File: config.mk
export PLATFORM = sky130hd
export DESIGN_NAME = dmem_arbiter
export DESIGN_NICKNAME = d
export VERILOG_FILES = /design/src/rtl/dmem_arbiter.sv
export SDC_FILE = /design/constraint.sdc
export NUM_CORES = 1
export LEC_CHECK = 0
export CORE_MARGIN = 2
export CORE_UTILIZATION = 45
export DETAILED_ROUTE_END_ITERATION = 12
export PLACE_DENSITY = 0.87
export SYNTH_ARGS = -nofsm -noshare
export SYNTH_HDL_FRONTEND = slang
export SYNTH_SLANG_ARGS = --single-unit
File: constraint.sdc
create_clock -name i_clk -period 7 [get_ports i_clk]
set_clock_uncertainty 0.2 [all_clocks]
set_input_delay 2.1 -clock i_clk [delete_from_list [all_inputs] [get_ports i_clk]]
set_output_delay 2.1 -clock i_clk [all_outputs]
set_load 0.02 [all_outputs]
File: src/rtl/dmem_arbiter.sv
// Data-memory port arbiter: shares one ready/ack memory port between the core
// load/store path and a debug/loader port, with starvation guard and timeout.
module dmem_arbiter #(
  parameter int ADDR_W       = 16,
  parameter int DBG_MAX_WAIT = 4,
  parameter int TIMEOUT      = 255
) (
  input  logic              i_clk,
  input  logic              i_reset,
  input  logic              i_core_req,
  input  logic              i_core_we,
  input  logic [ADDR_W-1:0] i_core_addr,
  input  logic [31:0]       i_core_wdata,
  input  logic [3:0]        i_core_bmask,
  output logic              o_core_stall,
  output logic              o_core_done,
  output logic [31:0]       o_core_rdata,
  input  logic              i_dbg_req,
  input  logic              i_dbg_we,
  input  logic [ADDR_W-1:0] i_dbg_addr,
  input  logic [31:0]       i_dbg_wdata,
  output logic              o_dbg_gnt,
  output logic              o_dbg_rvalid,
  output logic [31:0]       o_dbg_rdata,
  output logic              o_mem_req,
  output logic              o_mem_we,
  output logic [ADDR_W-1:0] o_mem_addr,
  output logic [31:0]       o_mem_wdata,
  output logic [3:0]        o_mem_bmask,
  input  logic              i_mem_ack,
  input  logic [31:0]       i_mem_rdata,
  output logic              o_err
);

  // state  | meaning
  // S_IDLE | arbitrate between core and debug, latch the winner's payload
  // S_BUSY | memory request held with stable payload, waiting for ack/timeout
  // S_RESP | single completion cycle toward the owner, no arbitration

  localparam int SW = (DBG_MAX_WAIT > 0) ? $clog2(DBG_MAX_WAIT + 1) : 1;
  localparam int TW = (TIMEOUT > 1) ? $clog2(TIMEOUT + 1) : 1;

  typedef enum logic [1:0] {
    S_IDLE = 2'd0,
    S_BUSY = 2'd1,
    S_RESP = 2'd2
  } state_t;

  state_t            state_q, state_d;
  logic              owner_dbg_q;
  logic [SW-1:0]     starv_q;
  logic [TW-1:0]     tmo_q;
  logic              mem_req_q;
  logic              mem_we_q;
  logic [ADDR_W-1:0] mem_addr_q;
  logic [31:0]       mem_wdata_q;
  logic [3:0]        mem_bmask_q;
  logic              core_done_q;
  logic              dbg_rvalid_q;
  logic              err_q;
  logic [31:0]       core_rdata_q;
  logic [31:0]       dbg_rdata_q;

  logic              grant_core;
  logic              grant_dbg;
  logic              to_resp;
  logic              timed_out;
  logic [31:0]       resp_data;

  always_comb begin
    state_d    = state_q;
    grant_core = 1'b0;
    grant_dbg  = 1'b0;
    to_resp    = 1'b0;
    timed_out  = 1'b0;
    case (state_q)
      S_IDLE: begin
        if (i_dbg_req && (starv_q == SW'(DBG_MAX_WAIT))) grant_dbg = 1'b1;
        else if (i_core_req)                             grant_core = 1'b1;
        else if (i_dbg_req)                              grant_dbg = 1'b1;
        if (grant_core || grant_dbg) state_d = S_BUSY;
      end
      S_BUSY: begin
        if (i_mem_ack) begin
          to_resp = 1'b1;
        end else if (tmo_q == '0) begin
          to_resp   = 1'b1;
          timed_out = 1'b1;
        end
        if (to_resp) state_d = S_RESP;
      end
      S_RESP:  state_d = S_IDLE;
      default: state_d = S_IDLE;
    endcase
  end

  assign resp_data = i_mem_ack ? i_mem_rdata : 32'hDEAD_BEEF;

  always_ff @(posedge i_clk) begin
    if (i_reset) begin
      state_q      <= S_IDLE;
      owner_dbg_q  <= 1'b0;
      starv_q      <= '0;
      tmo_q        <= '0;
      mem_req_q    <= 1'b0;
      mem_we_q     <= 1'b0;
      mem_addr_q   <= '0;
      mem_wdata_q  <= '0;
      mem_bmask_q  <= '0;
      core_done_q  <= 1'b0;
      dbg_rvalid_q <= 1'b0;
      err_q        <= 1'b0;
      core_rdata_q <= '0;
      dbg_rdata_q  <= '0;
    end else begin
      state_q      <= state_d;
      core_done_q  <= 1'b0;
      dbg_rvalid_q <= 1'b0;
      err_q        <= 1'b0;

      if (grant_core || grant_dbg) begin
        owner_dbg_q <= grant_dbg;
        mem_req_q   <= 1'b1;
        tmo_q       <= TW'(TIMEOUT - 1);
        if (grant_dbg) begin
          mem_we_q    <= i_dbg_we;
          mem_addr_q  <= i_dbg_addr;
          mem_wdata_q <= i_dbg_wdata;
          mem_bmask_q <= 4'hF;
        end else begin
          mem_we_q    <= i_core_we;
          mem_addr_q  <= i_core_addr;
          mem_wdata_q <= i_core_wdata;
          mem_bmask_q <= i_core_bmask;
        end
      end

      // Starvation guard only counts core wins that actually made debug wait.
      if (grant_dbg)
        starv_q <= '0;
      else if (grant_core && i_dbg_req && (starv_q != SW'(DBG_MAX_WAIT)))
        starv_q <= starv_q + 1'b1;

      if ((state_q == S_BUSY) && !to_resp)
        tmo_q <= tmo_q - 1'b1;

      if (to_resp) begin
        mem_req_q <= 1'b0;
        err_q     <= timed_out;
        if (owner_dbg_q) begin
          dbg_rvalid_q <= 1'b1;
          dbg_rdata_q  <= resp_data;
        end else begin
          core_done_q  <= 1'b1;
          core_rdata_q <= resp_data;
        end
      end
    end
  end

  assign o_dbg_gnt    = grant_dbg & ~i_reset;
  assign o_core_done  = core_done_q;
  assign o_core_rdata = core_rdata_q;
  assign o_core_stall = i_core_req & ~core_done_q;
  assign o_dbg_rvalid = dbg_rvalid_q;
  assign o_dbg_rdata  = dbg_rdata_q;
  assign o_mem_req    = mem_req_q;
  assign o_mem_we     = mem_we_q;
  assign o_mem_addr   = mem_addr_q;
  assign o_mem_wdata  = mem_wdata_q;
  assign o_mem_bmask  = mem_bmask_q;
  assign o_err        = err_q;

endmodule
==> results of run 1 <==
==> cell usage after synthesis, types with 7 or more instances <==
cell,number,area [um2]
nor2_1,7,26.3
clkbuf_1,33,124
a21oi_1,121,606
o21a_1,50,375
nor2b_1,25,156
mux2i_1,49,490
nor3_1,16,80.1
dfxtp_1,135,2700
inv_1,7,26.3
o21ai_0,59,295
buf_2,9,45.0
o21ai_1,8,40.0
nand2_1,21,78.8
==> worst max-delay path, stage by stage <==
cell and delay [ns]:
clkdlybuf4s50_1 0.52, or3b_4 0.44, nor2b_4 0.12, and2_1 0.13
clkdlybuf4s50_1 0.60
==> per-stage QoR <==
step	total power [W]	cell area [um2]	setup slack, ns	hold WS (ns)	util [%]
6_report	0.00227	8770	0.783	0.262	72.7
5_1_grt	0.00236	8770	0.729	0.276	72.7
4_1_cts	0.00228	8770	0.773	0.267	72.7
3_5_place_dp	0.00136	8150	0.776	0.255	67.6
3_3_place_gp	0.00134	8150	0.781	0.246	67.6
2_1_floorplan	0.00113	5600	1.56	0.270	-
==> sequential cells by signal, summed over array words and instances, names as in the netlist, 2 cells and up <==
| register | cells |
|---|---|
| o_mem_wdata | 32 |
| o_core_rdata | 32 |
| o_mem_bmask | 4 |
| o_dbg_rdata | 32 |
| tmo_q | 8 |
| state_q | 2 |
| o_mem_addr | 16 |
| starv_q | 3 |
==> cell families after synthesis <==
logic type / count (synthesis) / synth area share, %
flops: 135 / 48.3
compound gates: 254 / 26.4
mux: 49 / 8.77
buf+inv: 57 / 5.90
fa+ha+maj: 4 / 0.894
simple gates: 95 / 9.73
==> power by group <==
group,switching (W),internal (W)
Sequential,0.0000400,0.000833
Clock,0.000334,0.000588
Combinational,0.000241,0.000234
==> worst paths after layout <==
| kind | start | endpoint | slack [ns] | cells after the start |
|---|---|---|---|---|
| min reg2reg | o_core_rdata[0] | o_core_rdata[0] | 0.26 | 1 |
| max reg2reg | tmo_q[0] | o_dbg_rdata[12] | 4.43 | 6 |
| min | o_core_rdata[0] | o_core_rdata[0] | 0.26 | 1 |
| max | i_dbg_req | o_dbg_gnt | 0.78 | 5 |
==> layout make-up <==
| cell class | count | share of cell area, % |
|---|---|---|
| Clock buffer | 21 | 5.37 |
| Timing Repair Buffer | 266 | 30.2 |
| Tap cell | 168 | 2.40 |
| Inverter | 7 | 0.300 |
| Clock inverter | 11 | 1.68 |
| Antenna cell | 1 | 0.0285 |
| Multi-Input combinational cell | 402 | 29.2 |
| Sequential cell | 135 | 30.8 |
==> layer usage <==
metal | global-route usage [%] | routed length (um)
met4 | 12.7 | 576
met5 | 0 | 0
met3 | 8.42 | 1270
met1 | 28.2 | 6670
met2 | 45.3 | 8820
==> report_table.html, run 1 <==
<table>
<tr><th>Metric</th><th>Value</th></tr>
<tr><th colspan="2">Yosys</th></tr>
<tr><td>Sequential share of the synthesized area</td><td>48.3%</td></tr>
<tr><td>Primary FF master, synth</td><td>dfxtp_1</td></tr>
<tr><td>Post-synthesis cell area</td><td>0.00560 mm2</td></tr>
<tr><td>Mean cell area of the mapped netlist</td><td>9.42 um2</td></tr>
<tr><td>Net count after synthesis</td><td>737</td></tr>
<tr><td>Instance count of the mapped netlist</td><td>594</td></tr>
<tr><td>Fraction of registers with async set or reset after synthesis</td><td>0%</td></tr>
<tr><td>Count of unique library cells instantiated by Yosys</td><td>43</td></tr>
<tr><td>Number of register bits inferred by synthesis</td><td>135</td></tr>
<tr><td>Count of flip-flops with a built-in enable after synthesis</td><td>0</td></tr>
<tr><td>Synth warn</td><td>0</td></tr>
<tr><th colspan="2">Floorplanning</th></tr>
<tr><td>Width of the die</td><td>116 um</td></tr>
<tr><td>Initial cell density of the core</td><td>46.4%</td></tr>
<tr><td>Die outline area</td><td>0.0133 mm2</td></tr>
<tr><td>Row count</td><td>40</td></tr>
<tr><td>Placeable core region</td><td>0.0121 mm2</td></tr>
<tr><td>Num ports</td><td>262</td></tr>
<tr><td>Die Span Y</td><td>116 um</td></tr>
<tr><th colspan="2">Job</th></tr>
<tr><td>Number of max-cap violations</td><td>0</td></tr>
<tr><th colspan="2">GRT</th></tr>
<tr><td>Pin count of the biggest net entering global routing</td><td>81</td></tr>
<tr><td>Antenna violations before repair</td><td>0</td></tr>
<tr><td>Grt total ovfl</td><td>0</td></tr>
<tr><td>Global-route wire length before repair</td><td>26.9 mm</td></tr>
<tr><td>Overall fraction of global-route tracks in use</td><td>25.9%</td></tr>
<tr><td>Via count of the first global-routing pass</td><td>5401</td></tr>
<tr><th colspan="2">STA</th></tr>
<tr><td>Number of slew-limit violations in the final report</td><td>0</td></tr>
<tr><td>Crit share post-route</td><td>88.8%</td></tr>
<tr><td>Fin Setup TNS</td><td>0 ns</td></tr>
<tr><td>Slew of the pin with the lowest slew margin</td><td>1.06 ns</td></tr>
<tr><td>Final min period</td><td>6.22 ns</td></tr>
<tr><td>Relative slew slack</td><td>29.3%</td></tr>
<tr><td>Hold violation count in the final report</td><td>0</td></tr>
<tr><td>Final setup fails</td><td>0</td></tr>
<tr><td>Highest attainable clock frequency</td><td>161 MHz</td></tr>
<tr><td>Setup repair after global routing missed its margin</td><td>false</td></tr>
<tr><th colspan="2">Layout</th></tr>
<tr><td>Most common cell after layout, fill and taps aside</td><td>clkdlybuf4s50_1</td></tr>
<tr><td>Area of the multi-input gates</td><td>0.00256 mm2</td></tr>
<tr><td>Fill cell instance count of the final layout</td><td>881</td></tr>
<tr><td>Layout Cells excl Fill</td><td>1011</td></tr>
<tr><td>Top library cells by usage in the layout, fill and taps aside</td><td>clkdlybuf4s50_1, dfxtp_1, a21oi_1</td></tr>
<tr><td>Fraction of final layout cells sized beyond drive strength 1</td><td>6.65%</td></tr>
<tr><td>Relative area change from synthesis to final layout</td><td>56.7%</td></tr>
<tr><td>Final layout net count</td><td>972</td></tr>
<tr><td>Register area</td><td>0.00270 mm2</td></tr>
<tr><th colspan="2">Clocking</th></tr>
<tr><td>TritonCTS clock tree</td><td>built</td></tr>
<tr><td>Post-cts resize count</td><td>0</td></tr>
<tr><td>Sinks on the clock net</td><td>135</td></tr>
<tr><td>Number of buffers inserted during clock tree synthesis</td><td>17</td></tr>
<tr><td>CTS root buffer</td><td>clkbuf_16</td></tr>
<tr><td>Clock-pin slew reported for the worst setup and hold paths after clock tree synthesis</td><td>0.05 ns</td></tr>
<tr><td>Setup bufs post-CTS</td><td>0</td></tr>
<tr><td>Maximum clock insertion buffer count</td><td>2</td></tr>
<tr><td>Number of buffers added to fix hold violations after cts</td><td>0</td></tr>
<tr><td>Clock latency on the worst-skew pair</td><td>0.41 ns</td></tr>
<tr><td>Number of H-tree levels</td><td>4</td></tr>
<tr><th colspan="2">Routing</th></tr>
<tr><td>Post-DR vias/cell</td><td>5.38</td></tr>
<tr><td>DRT iter0 DRCs</td><td>377</td></tr>
<tr><td>DR vias</td><td>5443</td></tr>
<tr><td>Total routed wirelength</td><td>17.3 mm</td></tr>
<tr><td>Detailed-route wire length per cell</td><td>17.2 um</td></tr>
<tr><td>Routed Antenna Nets</td><td>0</td></tr>
<tr><td>Initial DRT Pass Iterations</td><td>5</td></tr>
<tr><td>Remaining routing DRC violations</td><td>0</td></tr>
<tr><th colspan="2">Placed design</th></tr>
<tr><td>Port bufs</td><td>261</td></tr>
<tr><td>GP Congestion</td><td>0.846</td></tr>
<tr><td>Number of cells in the design after placement</td><td>978</td></tr>
<tr><td>HPWL reported at the end of detailed placement</td><td>12.2 mm</td></tr>
<tr><th colspan="2">Hold path</th></tr>
<tr><td>Tightest Hold Check Type</td><td>reg -&gt; reg</td></tr>
<tr><th colspan="2">Outcome</th></tr>
<tr><td>Result of the run</td><td>complete, no violations</td></tr>
<tr><th colspan="2">Worst setup path</th></tr>
<tr><td>Highest fanout seen on the critical path</td><td>6</td></tr>
<tr><td>Required time worst endpoint</td><td>4.70 ns</td></tr>
<tr><td>Capturing element type of the critical path</td><td>primary output</td></tr>
<tr><td>Type of the worst setup path</td><td>in -&gt; out</td></tr>
<tr><td>Worst setup SP type</td><td>input pin</td></tr>
<tr><td>Arrival time of data at the critical path endpoint</td><td>3.92 ns</td></tr>
<tr><th colspan="2">Power</th></tr>
<tr><td>Leakage power figure</td><td>3.21 nW</td></tr>
<tr><td>VDD IR max</td><td>0.159 mV</td></tr>
<tr><td>Power density cells</td><td>259 mW/mm2</td></tr>
</table>
Note: power is estimated with default switching activity, not from simulation.
==> run 2, diff against run 1 <==
--- a/config.mk
+++ b/config.mk
@@ -5,7 +5,6 @@
 export SDC_FILE = /design/constraint.sdc
 export NUM_CORES = 1
 export LEC_CHECK = 0
-export CORE_MARGIN = 2
 export CORE_UTILIZATION = 45
 export DETAILED_ROUTE_END_ITERATION = 12
 export PLACE_DENSITY = 0.87
==> run 2 against run 1 <==
Net effect:
- combinational power decreased by 1%
- total power increased by 2.7%
- non-clock buffer count unchanged
- sequential power about the same
- first-iteration DRC count decreased by 14%
- hold slack improved by 0.0016 ns
- largest cell class unchanged
==> report_table.html, run 2 (synthesis gave the netlist of run 1 again) <==
<table>
<tr><th>Metric</th><th>Value</th></tr>
<tr><th colspan="2">Power</th></tr>
<tr><td>Sequential power share</td><td>37.4% (-1.0 points)</td></tr>
<tr><td>Part of the power in combinational logic</td><td>20.2% (-0.7 points)</td></tr>
<tr><td>Power, Total</td><td>0.00233 W (+2.7%)</td></tr>
<tr><td>VDD IR max</td><td>0.188 mV (+18%)</td></tr>
<tr><td>Internal Dissipation</td><td>0.00172 W (+4.1%)</td></tr>
<tr><td>Portion of total power attributed to the clock network</td><td>42.4% (+1.8 points)</td></tr>
<tr><td>Leakage power figure</td><td>3.23 nW (+0.85%)</td></tr>
<tr><td>Power density cells</td><td>264 mW/mm2 (+2.1%)</td></tr>
<tr><td>Fraction of power spent switching nets</td><td>26.1% (-1.0 points)</td></tr>
<tr><td>Net switching power of the design</td><td>0.000608 W (-1.2%)</td></tr>
<tr><th colspan="2">Floorplanning</th></tr>
<tr><td>Num ports</td><td>262 (unchanged)</td></tr>
<tr><td>Die Span Y</td><td>114 um (-1.7%)</td></tr>
<tr><td>Placeable core region</td><td>0.0121 mm2 (unchanged)</td></tr>
<tr><td>Width of the die</td><td>114 um (-1.7%)</td></tr>
<tr><td>Die outline area</td><td>0.0129 mm2 (-3.4%)</td></tr>
<tr><td>Row count</td><td>40 (unchanged)</td></tr>
<tr><td>Initial cell density of the core</td><td>46.4% (unchanged)</td></tr>
<tr><th colspan="2">STA</th></tr>
<tr><td>Final setup fails</td><td>0 (unchanged)</td></tr>
<tr><td>Setup repair after global routing missed its margin</td><td>false</td></tr>
<tr><td>Slew of the pin with the lowest slew margin</td><td>1.00 ns (-0.0565 ns)</td></tr>
<tr><td>Crit share post-route</td><td>89.0% (+0.15 points)</td></tr>
<tr><td>Hold violation count in the final report</td><td>0 (unchanged)</td></tr>
<tr><td>Relative slew slack</td><td>33.1% (+3.8 points)</td></tr>
<tr><td>Final worst setup slack</td><td>0.773 ns (-0.0103 ns)</td></tr>
<tr><td>Final min period</td><td>6.23 ns (+0.0103 ns)</td></tr>
<tr><td>Highest attainable clock frequency</td><td>161 MHz (-0.17%)</td></tr>
<tr><td>Fin Setup TNS</td><td>0 ns (unchanged)</td></tr>
<tr><td>Number of slew-limit violations in the final report</td><td>0 (unchanged)</td></tr>
<tr><th colspan="2">Worst setup path</th></tr>
<tr><td>Arrival time of data at the critical path endpoint</td><td>3.93 ns (about the same)</td></tr>
<tr><td>Worst setup SP type</td><td>input pin</td></tr>
<tr><td>Highest fanout seen on the critical path</td><td>6 (unchanged)</td></tr>
<tr><td>Capturing element type of the critical path</td><td>primary output</td></tr>
<tr><td>Type of the worst setup path</td><td>in -&gt; out</td></tr>
<tr><td>Required time worst endpoint</td><td>4.70 ns (about the same)</td></tr>
<tr><th colspan="2">Hold path</th></tr>
<tr><td>Tightest Hold Check Type</td><td>reg -&gt; reg</td></tr>
<tr><th colspan="2">Placed design</th></tr>
<tr><td>HPWL reported at the end of detailed placement</td><td>11.7 mm (-4.1%)</td></tr>
<tr><td>Placed inst area</td><td>0.00815 mm2 (unchanged)</td></tr>
<tr><td>DP Worst Slack</td><td>0.771 ns (-0.00503 ns)</td></tr>
<tr><td>GP Congestion</td><td>0.830 (-2.0%)</td></tr>
<tr><td>Port bufs</td><td>261 (unchanged)</td></tr>
<tr><th colspan="2">Layout</th></tr>
<tr><td>Core occupancy in the finished layout</td><td>73.1% (+0.41 points)</td></tr>
<tr><td>Fraction of final layout cells sized beyond drive strength 1</td><td>6.77% (+0.12 points)</td></tr>
<tr><td>Most common cell after layout, fill and taps aside</td><td>clkdlybuf4s50_1</td></tr>
<tr><td>Relative area change from synthesis to final layout</td><td>57.6%</td></tr>
<tr><td>Final layout net count</td><td>972 (unchanged)</td></tr>
<tr><td>Top library cells by usage in the layout, fill and taps aside</td><td>clkdlybuf4s50_1, dfxtp_1, a21oi_1</td></tr>
<tr><td>Final design instance area without fill</td><td>0.00882 mm2 (+0.57%)</td></tr>
<tr><th colspan="2">Routing</th></tr>
<tr><td>Routed Antenna Nets</td><td>0 (unchanged)</td></tr>
<tr><td>Remaining routing DRC violations</td><td>0 (unchanged)</td></tr>
<tr><td>Detailed-route wire length per cell</td><td>16.0 um (-6.8%)</td></tr>
<tr><td>Met1 layer wirelength in the final routing</td><td>6.51 mm (-2.4%)</td></tr>
<tr><td>DR vias</td><td>5342 (-1.9%)</td></tr>
<tr><td>DRT iter0 DRCs</td><td>323 (-14%)</td></tr>
<tr><td>Initial DRT Pass Iterations</td><td>4 (-1)</td></tr>
<tr><td>Total routed wirelength</td><td>16.2 mm (-6.8%)</td></tr>
<tr><td>Wire length on met2</td><td>8.36 mm (-5.3%)</td></tr>
<tr><td>Post-DR vias/cell</td><td>5.28 (-1.9%)</td></tr>
<tr><td>Highest routing layer actually used</td><td>met4</td></tr>
<tr><td>Detail Route met3 WL</td><td>989 um (-22%)</td></tr>
<tr><th colspan="2">GRT</th></tr>
<tr><td>Overall fraction of global-route tracks in use</td><td>24.7% (-1.2 points)</td></tr>
<tr><td>Via count of the first global-routing pass</td><td>5215 (-3.4%)</td></tr>
<tr><td>Global-route wire length before repair</td><td>25.1 mm (-6.7%)</td></tr>
<tr><td>Grt total ovfl</td><td>0 (unchanged)</td></tr>
<tr><td>Pin count of the biggest net entering global routing</td><td>81 (unchanged)</td></tr>
<tr><td>Antenna violations before repair</td><td>1 (+1)</td></tr>
<tr><th colspan="2">Clocking</th></tr>
<tr><td>CTS root buffer</td><td>clkbuf_16</td></tr>
<tr><td>Clock latency on the worst-skew pair</td><td>0.41 ns (about the same)</td></tr>
<tr><td>Number of H-tree levels</td><td>4 (unchanged)</td></tr>
<tr><td>Setup bufs post-CTS</td><td>0 (unchanged)</td></tr>
<tr><td>Number of buffers added to fix hold violations after cts</td><td>0 (unchanged)</td></tr>
<tr><td>TritonCTS clock tree</td><td>built</td></tr>
<tr><td>Number of buffers inserted during clock tree synthesis</td><td>17 (unchanged)</td></tr>
<tr><td>Sinks on the clock net</td><td>135 (unchanged)</td></tr>
<tr><td>Clock-pin slew reported for the worst setup and hold paths after clock tree synthesis</td><td>0.06 ns (about the same)</td></tr>
<tr><td>Post-cts resize count</td><td>0 (unchanged)</td></tr>
<tr><td>Maximum clock insertion buffer count</td><td>2 (unchanged)</td></tr>
<tr><th colspan="2">Outcome</th></tr>
<tr><td>Result of the run</td><td>complete, no violations</td></tr>
<tr><th colspan="2">Job</th></tr>
<tr><td>Number of max-cap violations</td><td>0 (unchanged)</td></tr>
</table>
[run 2: area by class of cell]
type / instances / area [um2]
fillers: 835 / 3240
flip-flops and latches: 135 / 2700
repair buffers: 266 / 2650
multi-input cells: 402 / 2560
clock buffers: 23 / 508
well taps: 168 / 210
clock inverters: 9 / 160
inverters: 7 / 26.3
diodes: 1 / 2.50
[run 2: critical path, stage by stage]
cell             delay (ns)
clkdlybuf4s50_1        0.53
or3b_4                 0.45
nor2b_4                0.12
and2_1                 0.13
clkdlybuf4s50_1        0.60
[run 2: per-stage QoR]
stage / cells / hold WS, ns
after floorplan: 594 / 0.270
after global placement: 978 / 0.246
after detailed placement: 978 / 0.254
after CTS: 1010 / 0.263
after global routing: 1011 / 0.280
final: 1011 / 0.264
[run 2: power by group through the flow]
stage	clock, W	sequential [W]	combinational (W)
final	0.000989	0.000872	0.000471
after global routing	0.00104	0.000880	0.000502
after CTS	0.00100	0.000871	0.000472
after detailed placement	0	0.000887	0.000470
after global placement	0	0.000883	0.000458
after floorplan	0	0.000950	0.000180
[run 2: worst paths after layout]
kind / cells past startpoint / start / end / slack, ns
worst min register to register: 2 / o_mem_addr[4] / o_mem_addr[4] / 0.26
worst max register to register: 5 / state_q[1] / o_mem_wdata[0] / 4.48
worst min-delay path: 2 / o_mem_addr[4] / o_mem_addr[4] / 0.26
worst max-delay path: 5 / i_dbg_req / o_dbg_gnt / 0.77
[run 2: per-layer routing]
layer / GRT usage [%] / vias to the layer above
met5: 0 / -
met4: 9.56 / 0
met3: 5.79 / 26
met2: 44.8 / 211
met1: 27.9 / 2506
li1: - / 2599
==> run 3, diff against run 2 <==
--- a/config.mk
+++ b/config.mk
@@ -8,6 +8,7 @@
 export CORE_UTILIZATION = 45
 export DETAILED_ROUTE_END_ITERATION = 12
 export PLACE_DENSITY = 0.87
+export SKIP_LAST_GASP = 1
 export SYNTH_ARGS = -nofsm -noshare
 export SYNTH_HDL_FRONTEND = slang
 export SYNTH_SLANG_ARGS = --single-unit
==> results of run 3 <==
No change in the layout: final DEF, timing and power equal those of run 2.
